File: config.mk
export PLATFORM = sky130hd
export DESIGN_NAME = vdma_rd_arbiter
export DESIGN_NICKNAME = d
export VERILOG_FILES = /design/src/rtl/vdma_arb_pkg.sv /design/src/rtl/vdma_arb_chan_latch.sv /design/src/rtl/vdma_rd_arbiter.sv
export SDC_FILE = /design/constraint.sdc
export NUM_CORES = 1
export LEC_CHECK = 0
export ABC_CLOCK_PERIOD_IN_PS = 3400
export CAP_MARGIN = 10
export CORE_MARGIN = 2
export CORE_UTILIZATION = 40
export DETAILED_ROUTE_END_ITERATION = 8
export PLACE_DENSITY = 0.65
export SLEW_MARGIN = 20
export SYNTH_ARGS = -nofsm -noshare
export SYNTH_HDL_FRONTEND = slang
export SYNTH_SLANG_ARGS = --single-unit
File: constraint.sdc
create_clock -name pclk -period 3.4 [get_ports pclk]
set_clock_uncertainty 0.05 [all_clocks]
set_input_delay 0.51 -clock pclk [delete_from_list [all_inputs] [get_ports pclk]]
set_output_delay 0.51 -clock pclk [all_outputs]
set_load 0.03 [all_outputs]
File: src/rtl/vdma_arb_pkg.sv
// Shared types and constants for the two-channel VDMA read arbiter.
package vdma_arb_pkg;

   typedef enum logic [1:0] {
      ST_IDLE    = 2'd0,
      ST_ISSUE   = 2'd1,
      ST_BUSY    = 2'd2,
      ST_RELEASE = 2'd3
   } arb_state_e;

   localparam int NUM_CH          = 2;
   localparam int TIMEOUT_CYC_DEF = 65535;
   localparam int LINE_W          = 24;
   localparam int COL_W           = 12;

endpackage

File: src/rtl/vdma_arb_chan_latch.sv
// One channel's request capture: pending flag, captured frame fields and
// first-cycle detection of the channel's req_end (level or pulse).
module vdma_arb_chan_latch
   import vdma_arb_pkg::*;
#(
   parameter int ADDR_BITS = 25
) (
   input  logic                 pclk,
   input  logic                 prst,
   input  logic                 rd_req,
   input  logic [ADDR_BITS-1:0] baseaddr,
   input  logic [LINE_W-1:0]    line_length,
   input  logic [COL_W-1:0]     col_length,
   input  logic                 req_end,
   input  logic                 is_owner,
   input  logic                 grant_clr,
   output logic                 pending,
   output logic [ADDR_BITS-1:0] cap_baseaddr,
   output logic [LINE_W-1:0]    cap_line_length,
   output logic [COL_W-1:0]     cap_col_length,
   output logic                 end_pulse
);

   logic                 pending_r;
   logic [ADDR_BITS-1:0] base_r;
   logic [LINE_W-1:0]    line_r;
   logic [COL_W-1:0]     col_r;
   logic                 end_d_r;
   logic                 end_pulse_s;
   logic                 abort_s;

   assign end_pulse_s = req_end & ~end_d_r;
   assign abort_s     = end_pulse_s & ~is_owner;

   // A fresh request wins over grant-clear or abort so it is never lost.
   always_ff @(posedge pclk) begin
      if (prst) begin
         pending_r <= 1'b0;
         base_r    <= '0;
         line_r    <= '0;
         col_r     <= '0;
         end_d_r   <= 1'b0;
      end else begin
         end_d_r <= req_end;
         if (rd_req) begin
            pending_r <= 1'b1;
            base_r    <= baseaddr;
            line_r    <= line_length;
            col_r     <= col_length;
         end else if (grant_clr || abort_s) begin
            pending_r <= 1'b0;
         end else begin
            pending_r <= pending_r;
         end
      end
   end

   assign pending         = pending_r;
   assign cap_baseaddr    = base_r;
   assign cap_line_length = line_r;
   assign cap_col_length  = col_r;
   assign end_pulse       = end_pulse_s;

endmodule

File: src/rtl/vdma_rd_arbiter.sv
// Round-robin arbiter sharing one DDR read controller between two VDMA channels.
// Define VDMA_ARB_WDOG_EN to add the BUSY watchdog and the wdog_err output.
module vdma_rd_arbiter
   import vdma_arb_pkg::*;
#(
   parameter int ADDR_BITS   = 25,
   parameter int TIMEOUT_CYC = TIMEOUT_CYC_DEF
) (
   input  logic                 pclk,
   input  logic                 prst,
   input  logic                 ch0_rd_req,
   input  logic [ADDR_BITS-1:0] ch0_baseaddr,
   input  logic [LINE_W-1:0]    ch0_line_length,
   input  logic [COL_W-1:0]     ch0_col_length,
   input  logic                 ch0_req_end,
   input  logic                 ch0_rd_data_en,
   output logic                 ch0_fifo_empty,
   input  logic                 ch1_rd_req,
   input  logic [ADDR_BITS-1:0] ch1_baseaddr,
   input  logic [LINE_W-1:0]    ch1_line_length,
   input  logic [COL_W-1:0]     ch1_col_length,
   input  logic                 ch1_req_end,
   input  logic                 ch1_rd_data_en,
   output logic                 ch1_fifo_empty,
   output logic                 ddr_rd_req,
   output logic [ADDR_BITS-1:0] ddr_baseaddr,
   output logic [LINE_W-1:0]    ddr_line_length,
   output logic [COL_W-1:0]     ddr_col_length,
   output logic                 ddr_req_end,
   output logic                 ddr_rd_data_en,
   input  logic                 ddr_fifo_empty,
`ifdef VDMA_ARB_WDOG_EN
   output logic                 wdog_err,
`endif
   output logic [1:0]           grant,
   output logic                 busy
);

   arb_state_e           state_r, state_n_s;
   logic                 owner_r, last_r, busy_r;
   logic [1:0]           grant_r, grant_n_s;
   logic                 ddr_rd_req_r, ddr_req_end_r;
   logic [ADDR_BITS-1:0] ddr_base_r;
   logic [LINE_W-1:0]    ddr_line_r;
   logic [COL_W-1:0]     ddr_col_r;

   logic [NUM_CH-1:0]    pend_s, end_pulse_s, is_owner_s, grant_clr_s;
   logic [ADDR_BITS-1:0] cap0_base_s, cap1_base_s;
   logic [LINE_W-1:0]    cap0_line_s, cap1_line_s;
   logic [COL_W-1:0]     cap0_col_s, cap1_col_s;
   logic                 sel_s, load_s, in_busy_s, owner_pop_s, owner_end_s, wdog_to_s;

   assign is_owner_s  = {busy_r & owner_r, busy_r & ~owner_r};
   assign in_busy_s   = (state_r == ST_BUSY);
   assign owner_pop_s = owner_r ? ch1_rd_data_en : ch0_rd_data_en;
   assign owner_end_s = owner_r ? end_pulse_s[1] : end_pulse_s[0];

   vdma_arb_chan_latch #(.ADDR_BITS(ADDR_BITS)) u_ch0 (
      .pclk(pclk), .prst(prst), .rd_req(ch0_rd_req), .baseaddr(ch0_baseaddr),
      .line_length(ch0_line_length), .col_length(ch0_col_length),
      .req_end(ch0_req_end), .is_owner(is_owner_s[0]), .grant_clr(grant_clr_s[0]),
      .pending(pend_s[0]), .cap_baseaddr(cap0_base_s), .cap_line_length(cap0_line_s),
      .cap_col_length(cap0_col_s), .end_pulse(end_pulse_s[0])
   );

   vdma_arb_chan_latch #(.ADDR_BITS(ADDR_BITS)) u_ch1 (
      .pclk(pclk), .prst(prst), .rd_req(ch1_rd_req), .baseaddr(ch1_baseaddr),
      .line_length(ch1_line_length), .col_length(ch1_col_length),
      .req_end(ch1_req_end), .is_owner(is_owner_s[1]), .grant_clr(grant_clr_s[1]),
      .pending(pend_s[1]), .cap_baseaddr(cap1_base_s), .cap_line_length(cap1_line_s),
      .cap_col_length(cap1_col_s), .end_pulse(end_pulse_s[1])
   );

   // Round-robin pick: on a tie the channel not granted last wins.
   always_comb begin
      sel_s = 1'b0;
      if (pend_s == 2'b11) begin
         sel_s = ~last_r;
      end else if (pend_s[0]) begin
         sel_s = 1'b0;
      end else begin
         sel_s = 1'b1;
      end
   end

   // Next-state and next-output decode.
   always_comb begin
      state_n_s   = state_r;
      grant_clr_s = 2'b00;
      load_s      = 1'b0;
      case (state_r)
         ST_IDLE: begin
            if (|pend_s) begin
               state_n_s   = ST_ISSUE;
               load_s      = 1'b1;
               grant_clr_s = sel_s ? 2'b10 : 2'b01;
            end else begin
               state_n_s = ST_IDLE;
            end
         end
         ST_ISSUE:   state_n_s = ST_BUSY;
         ST_BUSY: begin
            if (owner_end_s || wdog_to_s) begin
               state_n_s = ST_RELEASE;
            end else begin
               state_n_s = ST_BUSY;
            end
         end
         ST_RELEASE: state_n_s = ST_IDLE;
         default:    state_n_s = ST_IDLE;
      endcase
      if ((state_n_s == ST_ISSUE) || (state_n_s == ST_BUSY)) begin
         grant_n_s = (load_s ? sel_s : owner_r) ? 2'b10 : 2'b01;
      end else begin
         grant_n_s = 2'b00;
      end
   end

   // State and registered outputs; reset aborts any frame without ddr_req_end.
   always_ff @(posedge pclk) begin
      if (prst) begin
         state_r       <= ST_IDLE;
         owner_r       <= 1'b0;
         last_r        <= 1'b1;
         busy_r        <= 1'b0;
         grant_r       <= 2'b00;
         ddr_rd_req_r  <= 1'b0;
         ddr_req_end_r <= 1'b0;
         ddr_base_r    <= '0;
         ddr_line_r    <= '0;
         ddr_col_r     <= '0;
      end else begin
         state_r       <= state_n_s;
         ddr_rd_req_r  <= load_s;
         ddr_req_end_r <= (state_n_s == ST_RELEASE);
         busy_r        <= (grant_n_s != 2'b00);
         grant_r       <= grant_n_s;
         if (load_s) begin
            owner_r    <= sel_s;
            ddr_base_r <= sel_s ? cap1_base_s : cap0_base_s;
            ddr_line_r <= sel_s ? cap1_line_s : cap0_line_s;
            ddr_col_r  <= sel_s ? cap1_col_s  : cap0_col_s;
         end else begin
            owner_r    <= owner_r;
            ddr_base_r <= ddr_base_r;
            ddr_line_r <= ddr_line_r;
            ddr_col_r  <= ddr_col_r;
         end
         if (state_r == ST_RELEASE) begin
            last_r <= owner_r;
         end else begin
            last_r <= last_r;
         end
      end
   end

`ifdef VDMA_ARB_WDOG_EN
   localparam int WDOG_W = $clog2(TIMEOUT_CYC + 1);
   logic [WDOG_W-1:0] wdog_cnt_r;
   logic              wdog_err_r;

   assign wdog_to_s = in_busy_s & ~owner_pop_s & (wdog_cnt_r == WDOG_W'(TIMEOUT_CYC - 1));

   // Counts consecutive BUSY cycles without an owner pop; error flag is sticky.
   always_ff @(posedge pclk) begin
      if (prst) begin
         wdog_cnt_r <= '0;
         wdog_err_r <= 1'b0;
      end else begin
         if (in_busy_s && !owner_pop_s) begin
            wdog_cnt_r <= wdog_cnt_r + WDOG_W'(1);
         end else begin
            wdog_cnt_r <= '0;
         end
         wdog_err_r <= wdog_err_r | wdog_to_s;
      end
   end

   assign wdog_err = wdog_err_r;
`else
   assign wdog_to_s = 1'b0;
`endif

   assign ddr_rd_req      = ddr_rd_req_r;
   assign ddr_req_end     = ddr_req_end_r;
   assign ddr_baseaddr    = ddr_base_r;
   assign ddr_line_length = ddr_line_r;
   assign ddr_col_length  = ddr_col_r;
   assign grant           = grant_r;
   assign busy            = busy_r;
   assign ddr_rd_data_en  = in_busy_s & owner_pop_s;
   assign ch0_fifo_empty  = (in_busy_s && !owner_r) ? ddr_fifo_empty : 1'b1;
   assign ch1_fifo_empty  = (in_busy_s &&  owner_r) ? ddr_fifo_empty : 1'b1;

endmodule

* Word level (Yosys, flattened, before mapping)
Cells that the tools add are included.
** Word-level totals
- Latch bits :: 0
- Flip-flop bits (word level) :: 196
- RAM bits :: 0
- Word-level logic and storage cells :: 75
- Memories kept :: 0
- Bits in read-only memories :: 0
** Operators by class
- Shifts and indexed selects :: 0
- Multiplexer cells :: 24
- Bitwise operators :: 13
- Div/mod/pow operators :: 0
- Reductions and logical operators :: 11
- Eq/ne operators :: 7
- $mul :: 0
- Add/sub/neg operators :: 0
- Magnitude comparators :: 0
** Operators with widths (number)
- $mux W25 :: 1
- $mux W24 :: 1
- $mux W1 :: 15
- $mux W12 :: 1
- $eq A2 B2 Y1 const B :: 5
- $mux W2 :: 5
- $pmux W2 S4 :: 1
- $and A1 B1 Y1 :: 7
- $not A1 Y1 :: 6
- $reduce_bool A2 Y1 :: 3
- $eq A2 B1 Y1 const B :: 2
- $logic_or A1 B1 Y1 :: 3
- $logic_and A1 B1 Y1 :: 2
- $logic_not A2 Y1 :: 1
- $reduce_or A2 Y1 :: 1
- $logic_not A1 Y1 :: 1

* Longest topological paths before layout
Gate-level depths: netlist (run 1).
- Depth in word-level cells :: 9
- Gate-level depth with buffers :: 8
- Gate-level depth less buffers :: 7

* Hierarchy
A second synthesis (run 1) with hierarchy kept.
** Second synthesis, totals
- Cells, all modules :: 806
- Area, all modules :: 7925.1 um2
** Modules (own cells, without submodules)
- vdma_arb_chan_latch :: cells each 205, seq. area each 1261.2 um2, area an instance 2264.7 um2, times used 2
- vdma_rd_arbiter :: cells each 396, seq. area each 1401.3 um2, area an instance 3395.8 um2, times used 1

* Worst setup path after synthesis (run 1)
OpenSTA, ideal clock, no wires.
- Path kind :: flip-flop to flip-flop
- Start :: register state_r[0]
- End :: register grant_r[1] (netlist: grant[1])
- Stages on the path, launching flop included :: 9
- Arrival time :: 1.596 ns
- Setup slack :: 1.639 ns
- Data required time :: 3.235 ns
- Library setup time :: 0.115 ns
- Cell sequence :: dfxtp_1 inv_1 ha_1 o21ai_4 buf_6 o21ai_0 ha_1 nor2b_1 and2_1
** Between the ends
- Cells in the longest elaborated chain, start to end :: 5
- Elaborated cells between the ends (all ways) :: 12
- Those cells by class :: eq/ne: 5; mux: 5; reduce/logical: 2
** Ends and longest elaborated chain
- start, declared :: RTL line vdma_rd_arbiter.sv:39 : arb_state_e state_r, state_n_s;
- start signal, assigned :: RTL line vdma_rd_arbiter.sv:133 : state_r <= state_n_s;
- $eq A2 B2 Y1 (tied with other cells) :: RTL line vdma_rd_arbiter.sv:91 : case (state_r)
- $pmux W2 S4 (*) :: RTL line vdma_rd_arbiter.sv:91
- net state_n_s[0] :: RTL line vdma_rd_arbiter.sv:39
- $eq A2 B1 Y1 / $eq A2 B2 Y1 (equally long branches) :: RTL line vdma_rd_arbiter.sv:112 : if ((state_n_s == ST_ISSUE) || (state_n_s == ST_BUSY)) begin
- $logic_or A1 B1 Y1 (*) :: RTL line vdma_rd_arbiter.sv:112
- $mux W2 (*) :: RTL line vdma_rd_arbiter.sv:112
- end signal, assigned :: RTL line vdma_rd_arbiter.sv:137 : grant_r <= grant_n_s;
- end, declared :: RTL line vdma_rd_arbiter.sv:41 : logic [1:0] grant_r, grant_n_s;
The timed path passes the listed nets; every way through them passes the cells marked *.
A chain may end at the register's enable or synchronous reset.

* Worst setup path after layout (run 1)
- Start :: register state_r[0]
- End :: output port ch0_fifo_empty
** Between the ends
- Cells in the longest elaborated chain, start to end :: 3
** Ends and longest elaborated chain
- $eq A2 B2 Y1 :: RTL line vdma_rd_arbiter.sv:54 : assign in_busy_s = (state_r == ST_BUSY);
- $logic_and A1 B1 Y1 :: RTL line vdma_rd_arbiter.sv:192 : assign ch0_fifo_empty = (in_busy_s && !owner_r) ? ddr_fifo_empty : 1'b1;
- $mux W1 :: RTL line vdma_rd_arbiter.sv:192
- end, declared :: RTL line vdma_rd_arbiter.sv:17 : output logic ch0_fifo_empty,
Every way passes these cells.

==> results of run 1 <==
-- report_power, final --
| part | leakage (nW) | internal [W] | switching, W |
|---|---|---|---|
| logic | 2.20 | 0.000538 | 0.000665 |
| clock network | 0.268 | 0.00103 | 0.000941 |
| registers | 1.62 | 0.00250 | 0.000118 |
-- per-layer routing --
| layer | GRT usage | routed length (um) | vias up |
|---|---|---|---|
| li1 | - | - | 3133 |
| met1 | 0.289 | 10100 | 3008 |
| met2 | 0.338 | 9960 | 186 |
| met3 | 0.0587 | 1270 | 13 |
| met4 | 0.0511 | 196 | 0 |
| met5 | 0 | 0 | - |
-- Yosys cell counts --
cell type	n	area (um^2)
clkbuf_1	12	45.0
nand2_1	3	11.3
nor3b_1	1	7.51
ha_1	4	50.1
a22o_1	1	8.76
mux2i_1	124	1240
clkbuf_8	6	82.6
a221oi_2	1	15.0
nor2b_1	8	50.1
or3b_2	1	8.76
a311oi_1	1	8.76
nor2_1	122	458
o21a_1	1	7.51
o21a_4	1	15.0
o21ai_0	123	616
and2b_4	1	10.0
inv_1	7	26.3
buf_2	29	145
buf_1	6	22.5
nand3b_1	1	7.51
a31oi_1	63	394
dfxtp_1	196	3920
buf_6	14	158
clkbuf_2	7	35.0
o21ai_4	1	16.3
and2_1	2	12.5
nand2b_1	2	12.5
o31ai_1	1	7.51
o21ai_1	1	5.00
a21oi_1	62	310
nand2b_2	1	8.76
-- worst max-delay path, stage by stage (launching register included) --
cell and delay [ns]:
dfxtp_1 0.32, inv_1 0.08, ha_1 0.24, or3b_2 0.46, clkdlybuf4s50_1 0.61
-- state kept, by name (all words and copies together), names as in the netlist --
register	count
u_ch0.pending	1
u_ch1.cap_col_length	12
ddr_baseaddr	25
grant	2
ddr_rd_req	1
ddr_req_end	1
u_ch0.cap_col_length	12
u_ch1.end_d_r	1
ddr_col_length	12
u_ch0.end_d_r	1
u_ch1.cap_line_length	24
last_r	1
u_ch0.cap_baseaddr	25
ddr_line_length	24
u_ch1.pending	1
u_ch1.cap_baseaddr	25
busy	1
state_r	2
u_ch0.cap_line_length	24
owner_r	1
-- per-stage QoR --
step | power [W] | utilization
finish | 0.00579 | 0.543
global route | 0.00605 | 0.543
CTS | 0.00583 | 0.543
detailed placement | 0.00388 | 0.513
global placement | 0.00386 | 0.513
floorplan | 0.00338 | -
-- worst max path at each step --
stage	start	endpoint	slack [ns]	depth (start not counted)
finish	state_r[0]	ch0_fifo_empty	0.71	4
floorplan	state_r[0]	grant[1]	1.64	8
global route	state_r[0]	ch0_fifo_empty	0.64	4
detailed placement	ddr_fifo_empty	ch0_fifo_empty	0.88	3
global placement	ddr_fifo_empty	ch0_fifo_empty	0.89	3
CTS	state_r[0]	ch0_fifo_empty	0.68	4
-- layout make-up --
type	count	area, um^2
Tap cell	260	325
Sequential cell	196	3930
Fill cell	1738	8600
Inverter	7	26.3
Timing Repair Buffer	210	2100
Multi-Input combinational cell	526	3280
Clock buffer	17	425
Clock inverter	14	143
-- cell families (layout without fill, tap and decap cells) --
kind of cell	after synthesis	count (layout)
AO/OA/AOI/OAI	256	256
flip-flops	196	196
AND/OR/NAND/NOR	142	142
multiplexers	124	124
adder cells (fa/ha/maj)	4	4
buffers and inverters	81	248
==> out/qor.yml, run 1 <==
grt-ovfl-total: 0
min_period_ns: 2.69
dp_cells: 1199
hold_class: "flip-flop to flip-flop"
setup-tns-final_ns: 0
drv_cap: 0
holdCritStartpoint: "u_ch1.cap_baseaddr[0]"
power.density_nw_per_um2: 566
firstDrtPassIters: 5
cts.sinks: 196
areaGrowthSynthToFinish_pct: 32.5
clockRootBuffer: "clkbuf_16"
cp-start-kind: "flip-flop"
initialDrtViolationCount: 371
setup_ws_ns: 0.711
final-max-slew-violation-count: 0
slew_headroom: 0.390
grt_pass1_vias: 6103
route.detailed.drc: 0
finalNonFillerCells: 1230
avgSynthCellArea_um2: 9.61
synth-seq-cells: 196
tritoncts: "done"
worstPathMaxFanout: 4
min_path_cells: 2
leakagePower_nw: 4.09
htreeDepth: 4
max_freq_ghz: 0.372
yosysUniqueCellTypes: 31
r2r-start: "u_ch0.pending"
routed_wl_mm: 21.6
grt_pass1_wl_mm: 33.8
setup_viol: 0
synth_nets: 938
cp_data_arrival_time_ns: 2.13
synth-simple-area-share: 0.0760
r2r_setup_slack_ns: 0.92
wl_per_cell_um: 17.5
cts_buffers: 17
vias: 6340
muxShareOfSynthArea: 0.161
final_common_cell: "clkdlybuf4s50_1"
synthCells: 803
clkLatencyLatePin_ns: 0.43
postCtsHoldBufs: 0
post_cts_resized: 0
io_pins: 200
regToRegEndpoint: "grant[1]"
synth_compound_area_frac: 0.182
layout.nets: 1093
final_cell_mix: "clkdlybuf4s50_1 (196), dfxtp_1 (195), mux2i_1 (124)"
port-buffer-count: 199
n_antenna_cell: 0
cp-end-kind: "primary output"
crit_type: "flip-flop to primary output"
whs_endpoint: "ddr_baseaddr[0]"
drive_above_1_share: 0.0557
crit_required_ns: 2.84
ir_drop_mv: 0.350
netlist_area_um2: 7720
clkTransAtPathRegs_ns: 0.07
die_w_um: 143
reg2reg_depth: 5
whs_ns: 0.415
rsz0062_at_grt: "no"
cts_max_path_buffers: 2
tightestPinTransition_ns: 0.912
outcome: "completed"
dpl_worst_slack_ns: 0.877
placed_cell_area_um2: 9660
gp_congestion: 0.731
dp_hpwl_mm: 12.8
grt_start_max_net_pins: 130
grt_util_all_layers: 0.213
postCtsSetupBuffers: 0
die-area_um2: 20400
period_share: 0.791
synth_adder_area_share: 0.00648
synth_xor_xnor_area_share: 0
routed_via_density: 5.15
synth_top_family_by_area: "compound AO/OA/AOI/OAI gates"
fin_area_um2: 10200
die_height_um: 143
grt_antenna_before_repair: 0
ant_nets: 0
rows: 50
finalHoldViolations: 0
seq_area_frac_synth: 0.508
initial_utilization: 0.410
coreArea_um2: 18800
synth_warnings: 0
Note: power is estimated with default switching activity, not from simulation.
==> run 2, diff against run 1 <==
--- a/config.mk
+++ b/config.mk
@@ -5,7 +5,7 @@
 export SDC_FILE = /design/constraint.sdc
 export NUM_CORES = 1
 export LEC_CHECK = 0
-export ABC_CLOCK_PERIOD_IN_PS = 3400
+export ABC_CLOCK_PERIOD_IN_PS = 2500
 export CAP_MARGIN = 10
 export CORE_MARGIN = 2
 export CORE_UTILIZATION = 40
==> constraint.sdc (replaced) <==
create_clock -name pclk -period 2.5 [get_ports pclk]
set_clock_uncertainty 0.05 [all_clocks]
set_input_delay 0.375 -clock pclk [delete_from_list [all_inputs] [get_ports pclk]]
set_output_delay 0.375 -clock pclk [all_outputs]
set_load 0.03 [all_outputs]
==> run 2 against run 1 <==
  * Count of clock-buffer cells in the layout rose by 2
  * Total power increased by 38%
  * Core utilization is 0.49 points higher
  * Cell area up 0.89%
  * Sequential share of layout area shrank 0.34 points
  * Flip-flop and latch count did not move
  * Combinational power up 39%
  * Non-clock buffer count up 7
  * First-iteration DRC count fell by 7.0%
  * Worst setup slack lost 0.51 ns
  * Via count is 0.85% higher
  * Critical path type unchanged
  * Largest cell class unchanged
  * Highest routed layer unchanged
==> out/qor.yml, run 2 (synthesis results as in run 1) <==
grt-ovfl-total: 0  # unchanged
dp_hpwl_mm: 13.4  # was 12.8 mm
outcome: "completed"  # unchanged
routed_via_density: 5.18  # was 5.15
min_path_cells: 3  # was 2
whs_endpoint: "u_ch0.cap_line_length[11]"  # was ddr_baseaddr[0]
postCtsSetupBuffers: 0  # unchanged
rows: 50  # unchanged
holdCritStartpoint: "ch0_rd_req"  # was u_ch1.cap_baseaddr[0]
slew_headroom: 0.561  # was 0.390
tritoncts: "done"  # unchanged
grt_pass1_wl_mm: 34.1  # was 33.8 mm
hold_class: "primary input to flip-flop"  # was flip-flop to flip-flop
die_w_um: 143  # unchanged
rsz0062_at_grt: "no"  # unchanged
clkTransAtPathRegs_ns: 0.07  # about the same
min_period_ns: 2.29
cts_max_path_buffers: 2  # unchanged
final_cell_mix: "dfxtp_1 (195), clkdlybuf4s50_1 (195), mux2i_1 (124)"  # was clkdlybuf4s50_1 (196), dfxtp_1 (195), mux2i_1 (124)
cts.sinks: 196  # unchanged
routed_wl_mm: 21.9  # was 21.6 mm
vias: 6394  # was 6,340
io_pins: 200  # unchanged
reg2reg_depth: 7  # was 5
drv_cap: 0  # unchanged
firstDrtPassIters: 4  # was 5
post_cts_resized: 1  # was 0
final-max-slew-violation-count: 0  # unchanged
grt_util_all_layers: 0.217  # was 0.213
htreeDepth: 4  # unchanged
clkLatencyLatePin_ns: 0.43  # about the same
tightestPinTransition_ns: 0.657  # was 0.912 ns
r2r_setup_slack_ns: 0.64  # was 0.92 ns
coreArea_um2: 18800  # unchanged
grt_start_max_net_pins: 130  # unchanged
leakagePower_nw: 4.15  # was 4.09 nW
crit_required_ns: 2.08  # was 2.84 ns
fin_area_um2: 10300  # was 10,200 um^2
utilization: 0.548  # was 0.543
setup-tns-final_ns: 0  # unchanged
crit_type: "flip-flop to primary output"  # unchanged
drive_above_1_share: 0.0595  # was 0.0557
initial_utilization: 0.410  # unchanged
cp-start-kind: "flip-flop"  # unchanged
finalHoldViolations: 0  # unchanged
setup_viol: 0  # unchanged
areaGrowthSynthToFinish_pct: 33.7  # was 32.5%
power.density_nw_per_um2: 776  # was 566 nW/um^2
grt_antenna_before_repair: 0  # unchanged
cp_data_arrival_time_ns: 1.87  # was 2.13 ns
worstPathMaxFanout: 9  # was 4
gp_congestion: 0.749  # was 0.731
die_height_um: 143  # unchanged
regToRegEndpoint: "grant[0]"  # was grant[1]
port-buffer-count: 199  # unchanged
clockRootBuffer: "clkbuf_16"  # unchanged
cts_buffers: 17  # unchanged
route.detailed.drc: 0  # unchanged
postCtsHoldBufs: 0  # unchanged
initialDrtViolationCount: 345  # was 371
cp-end-kind: "primary output"  # unchanged
period_share: 0.918
max_freq_ghz: 0.436
whs_ns: 0.333  # was 0.415 ns
n_antenna_cell: 0  # unchanged
layout.nets: 1100  # was 1,093
r2r-start: "state_r[0]"  # was u_ch0.pending
wl_per_cell_um: 17.7  # was 17.5 um
die-area_um2: 20400  # unchanged
placed_cell_area_um2: 9740  # was 9660 um^2
ir_drop_mv: 0.472  # was 0.350 mV
grt_pass1_vias: 6336  # was 6,103
ant_nets: 0  # unchanged
## run 2: changes by cell type in the layout (fill, tap and decap cells not counted), sizes merged
cell           previous run  this run
buf                      14        21
bufinv                    1         3
clkbuf                   17        19
clkdlybuf4s50           196       195
clkinvlp                  4         1
dlygate4sd2               0         1
inv                      13         9
## run 2: metal layers
layer	vias up	GRT usage	wire length, um
met3	28	0.0490	1060
met4	0	0.0719	375
met5	-	0	0
li1	3158	-	-
met2	156	0.364	10300
met1	3052	0.275	10100
## run 2: worst max-delay path by stage
stage,startpoint,to,slack (ns),cells past startpoint
after floorplan,state_r[0],grant[1],0.74,8
after global placement,ddr_fifo_empty,ch0_fifo_empty,0.27,3
after detailed placement,ddr_fifo_empty,ch0_fifo_empty,0.25,3
after CTS,owner_r,ddr_rd_data_en,0.18,3
after global routing,owner_r,ddr_rd_data_en,0.09,3
final,owner_r,ddr_rd_data_en,0.21,3
## run 2: critical path, stage by stage, from the launching register on
cell,delay [ns]
dfxtp_1,0.53
mux2i_1,0.12
nor2b_1,0.11
clkdlybuf4s50_1,0.67
## run 2: cell type report
type / count / area [um^2]
fill: 1722 / 8510
sequential: 196 / 3930
multi-input combinational: 526 / 3280
timing repair buffer: 217 / 2180
clock buffer: 19 / 453
tap: 260 / 325
clock inverter: 9 / 130
inverter: 7 / 26.3
## run 2: stage by stage
step | cells | total power [W] | worst slack (ns)
6_report | 1234 | 0.00801 | 0.206
5_1_grt | 1234 | 0.00835 | 0.0900
4_1_cts | 1234 | 0.00807 | 0.177
3_5_place_dp | 1206 | 0.00530 | 0.247
3_3_place_gp | 1206 | 0.00529 | 0.266
2_1_floorplan | 803 | 0.00459 | 0.739
## run 2: report_power, final
group,switching (W),internal (W)
clock,0.00116,0.00161
combinational,0.000925,0.000749
sequential,0.000155,0.00341
==> run 3, diff against run 2 <==
--- a/config.mk
+++ b/config.mk
@@ -7,7 +7,7 @@
 export LEC_CHECK = 0
 export ABC_CLOCK_PERIOD_IN_PS = 2500
 export CAP_MARGIN = 10
-export CORE_MARGIN = 2
+export CORE_MARGIN = 1
 export CORE_UTILIZATION = 40
 export DETAILED_ROUTE_END_ITERATION = 8
 export PLACE_DENSITY = 0.65
==> run 3 against run 2 <==
  * Worst setup slack got worse by 0.016 ns
  * First-iteration DRC count decreased by 24%
  * Core utilization barely moved
  * Cell area about the same
  * Count of clock-buffer cells in the layout fell by 1
  * Register-to-register slack barely moved
  * Sequential power about the same
  * Flip-flop and latch count stayed put
  * Non-clock buffer count unchanged
  * Critical path depth is the same
  * Critical path type unchanged
  * Largest cell class unchanged
  * Highest routed layer unchanged
==> out/qor.yml, run 3 (synthesis results as in run 1) <==
outcome: "completed"  # unchanged
grt_antenna_before_repair: 0  # unchanged
whs_ns: 0.257  # was 0.333 ns
port-buffer-count: 199  # unchanged
tritoncts: "done"  # unchanged
final-max-slew-violation-count: 0  # unchanged
startpoint: "owner_r"  # unchanged
vias: 6386  # was 6,394
slew_headroom: 0.514  # was 0.561
io_pins: 200  # unchanged
grt_pass1_wl_mm: 32.6  # was 34.1 mm
n_antenna_cell: 0  # unchanged
rows: 50  # unchanged
drive_above_1_share: 0.0624  # was 0.0595
die_w_um: 141  # was 143 um
postCtsHoldBufs: 0  # unchanged
initialDrtViolationCount: 261  # was 345
max_freq_ghz: 0.433  # was 0.436 GHz
cts_buffers: 17  # unchanged
areaGrowthSynthToFinish_pct: 33.7  # about the same
tightestPinTransition_ns: 0.729  # was 0.657 ns
grt-ovfl-total: 0  # unchanged
regToRegEndpoint: "grant[1]"  # was grant[0]
drv_cap: 0  # unchanged
setup_viol: 0  # unchanged
routed_via_density: 5.16  # was 5.18
critPathBufInv: 1  # unchanged
setup-tns-final_ns: 0  # unchanged
nFillCells: 1708  # was 1,722
layout.nets: 1100  # unchanged
clockRootBuffer: "clkbuf_16"  # unchanged
cpPeakStageDelay_ns: 0.68  # was 0.67 ns
crit_end: "ddr_rd_data_en"  # unchanged
initial_utilization: 0.410  # unchanged
r2r_setup_slack_ns: 0.64  # about the same
crit_required_ns: 2.08  # about the same
clkTransAtPathRegs_ns: 0.07  # about the same
slowest_stage: "clkdlybuf4s50_1"  # unchanged
ant_nets: 0  # unchanged
worstPathMaxFanout: 9  # unchanged
cts.sinks: 196  # unchanged
clkLatencyLatePin_ns: 0.42  # was 0.43 ns
htreeDepth: 4  # unchanged
power.density_nw_per_um2: 760  # was 776 nW/um^2
ir_drop_mv: 0.426  # was 0.472 mV
coreArea_um2: 18800  # unchanged
cts_max_path_buffers: 2  # unchanged
holdCritStartpoint: "prst"  # was ch0_rd_req
r2r-start: "state_r[0]"  # unchanged
grt_start_max_net_pins: 66  # was 130
final_cell_mix: "dfxtp_1 (195), clkdlybuf4s50_1 (195), mux2i_1 (124)"  # unchanged
firstDrtPassIters: 4  # unchanged
routed_wl_mm: 21.3  # was 21.9 mm
grt_util_all_layers: 0.212  # was 0.217
reg2reg_depth: 7  # unchanged
cp-end-kind: "primary output"  # unchanged
cp_cell_sequence: "mux2i_1 -> nor2b_1 -> clkdlybuf4s50_1"  # unchanged
min_period_ns: 2.31  # was 2.29 ns
finalHoldViolations: 0  # unchanged
period_share: 0.924  # was 0.918
grt_pass1_vias: 6068  # was 6,336
gp_congestion: 0.733  # was 0.749
dp_hpwl_mm: 13.2  # was 13.4 mm
cp-start-kind: "flip-flop"  # unchanged
route.detailed.drc: 0  # unchanged
die_height_um: 141  # was 143 um
crit_cells: 3  # unchanged
die-area_um2: 19900  # was 20,400 um^2
cp_data_arrival_time_ns: 1.89  # was 1.87 ns
crit_type: "flip-flop to primary output"  # unchanged
hold_class: "primary input to flip-flop"  # unchanged
leakagePower_nw: 4.14  # was 4.15 nW
wl_per_cell_um: 17.2  # was 17.7 um
critPathTopFamily: "buffers and inverters"  # unchanged
rsz0062_at_grt: "no"  # unchanged
-- run 3: layer usage --
layer,up-vias,routed length [um],global-route usage
met3,28,1220,0.0486
met4,0,382,0.0778
met1,3034,9880,0.282
met5,-,0,0
li1,3137,-,-
met2,187,9840,0.334
-- run 3: final cells by class --
type | count | area (um^2) | share of cell area
Multi-Input combinational cell | 526 | 3280 | 0.318
Clock buffer | 18 | 429 | 0.0416
Timing Repair Buffer | 217 | 2210 | 0.214
Clock inverter | 14 | 126 | 0.0122
Tap cell | 260 | 325 | 0.0315
Inverter | 7 | 26.3 | 0.00255
Sequential cell | 196 | 3930 | 0.380
-- run 3: per-stage QoR --
stage | total power, W | cells | cell area [um^2] | utilization | worst slack [ns]
floorplan | 0.00459 | 803 | 7720 | - | 0.739
global placement | 0.00529 | 1206 | 9770 | 0.519 | 0.259
detailed placement | 0.00530 | 1206 | 9770 | 0.519 | 0.246
CTS | 0.00791 | 1238 | 10300 | 0.548 | 0.181
global route | 0.00818 | 1238 | 10300 | 0.548 | 0.0949
finish | 0.00784 | 1238 | 10300 | 0.548 | 0.190
-- run 3: how the worst min path moves through the flow --
| stage | end | slack [ns] | depth (start not counted) |
|---|---|---|---|
| after CTS | u_ch0.cap_line_length[2] | 0.24 | 2 |
| after detailed placement | ddr_baseaddr[5] | 0.41 | 2 |
| after global placement | ddr_line_length[7] | 0.41 | 2 |
| after floorplan | ddr_baseaddr[24] | 0.40 | 2 |
| final | u_ch0.cap_line_length[2] | 0.26 | 2 |
| after global routing | u_ch1.cap_baseaddr[19] | 0.25 | 2 |
-- run 3: power breakdown --
part / internal (W) / total [W] / switching, W
registers: 0.00341 / 0.00356 / 0.000154
clock network: 0.00139 / 0.00261 / 0.00122
logic: 0.000753 / 0.00168 / 0.000923
total: 0.00554 / 0.00784 / 0.00230
-- run 3: repair_timing --
action                                  in CTS  in global routing
endpoints found under the setup margin       1                  0
endpoints found under the hold margin        0                  0
setup buffers                                0                  0
resized for setup                            1                  0
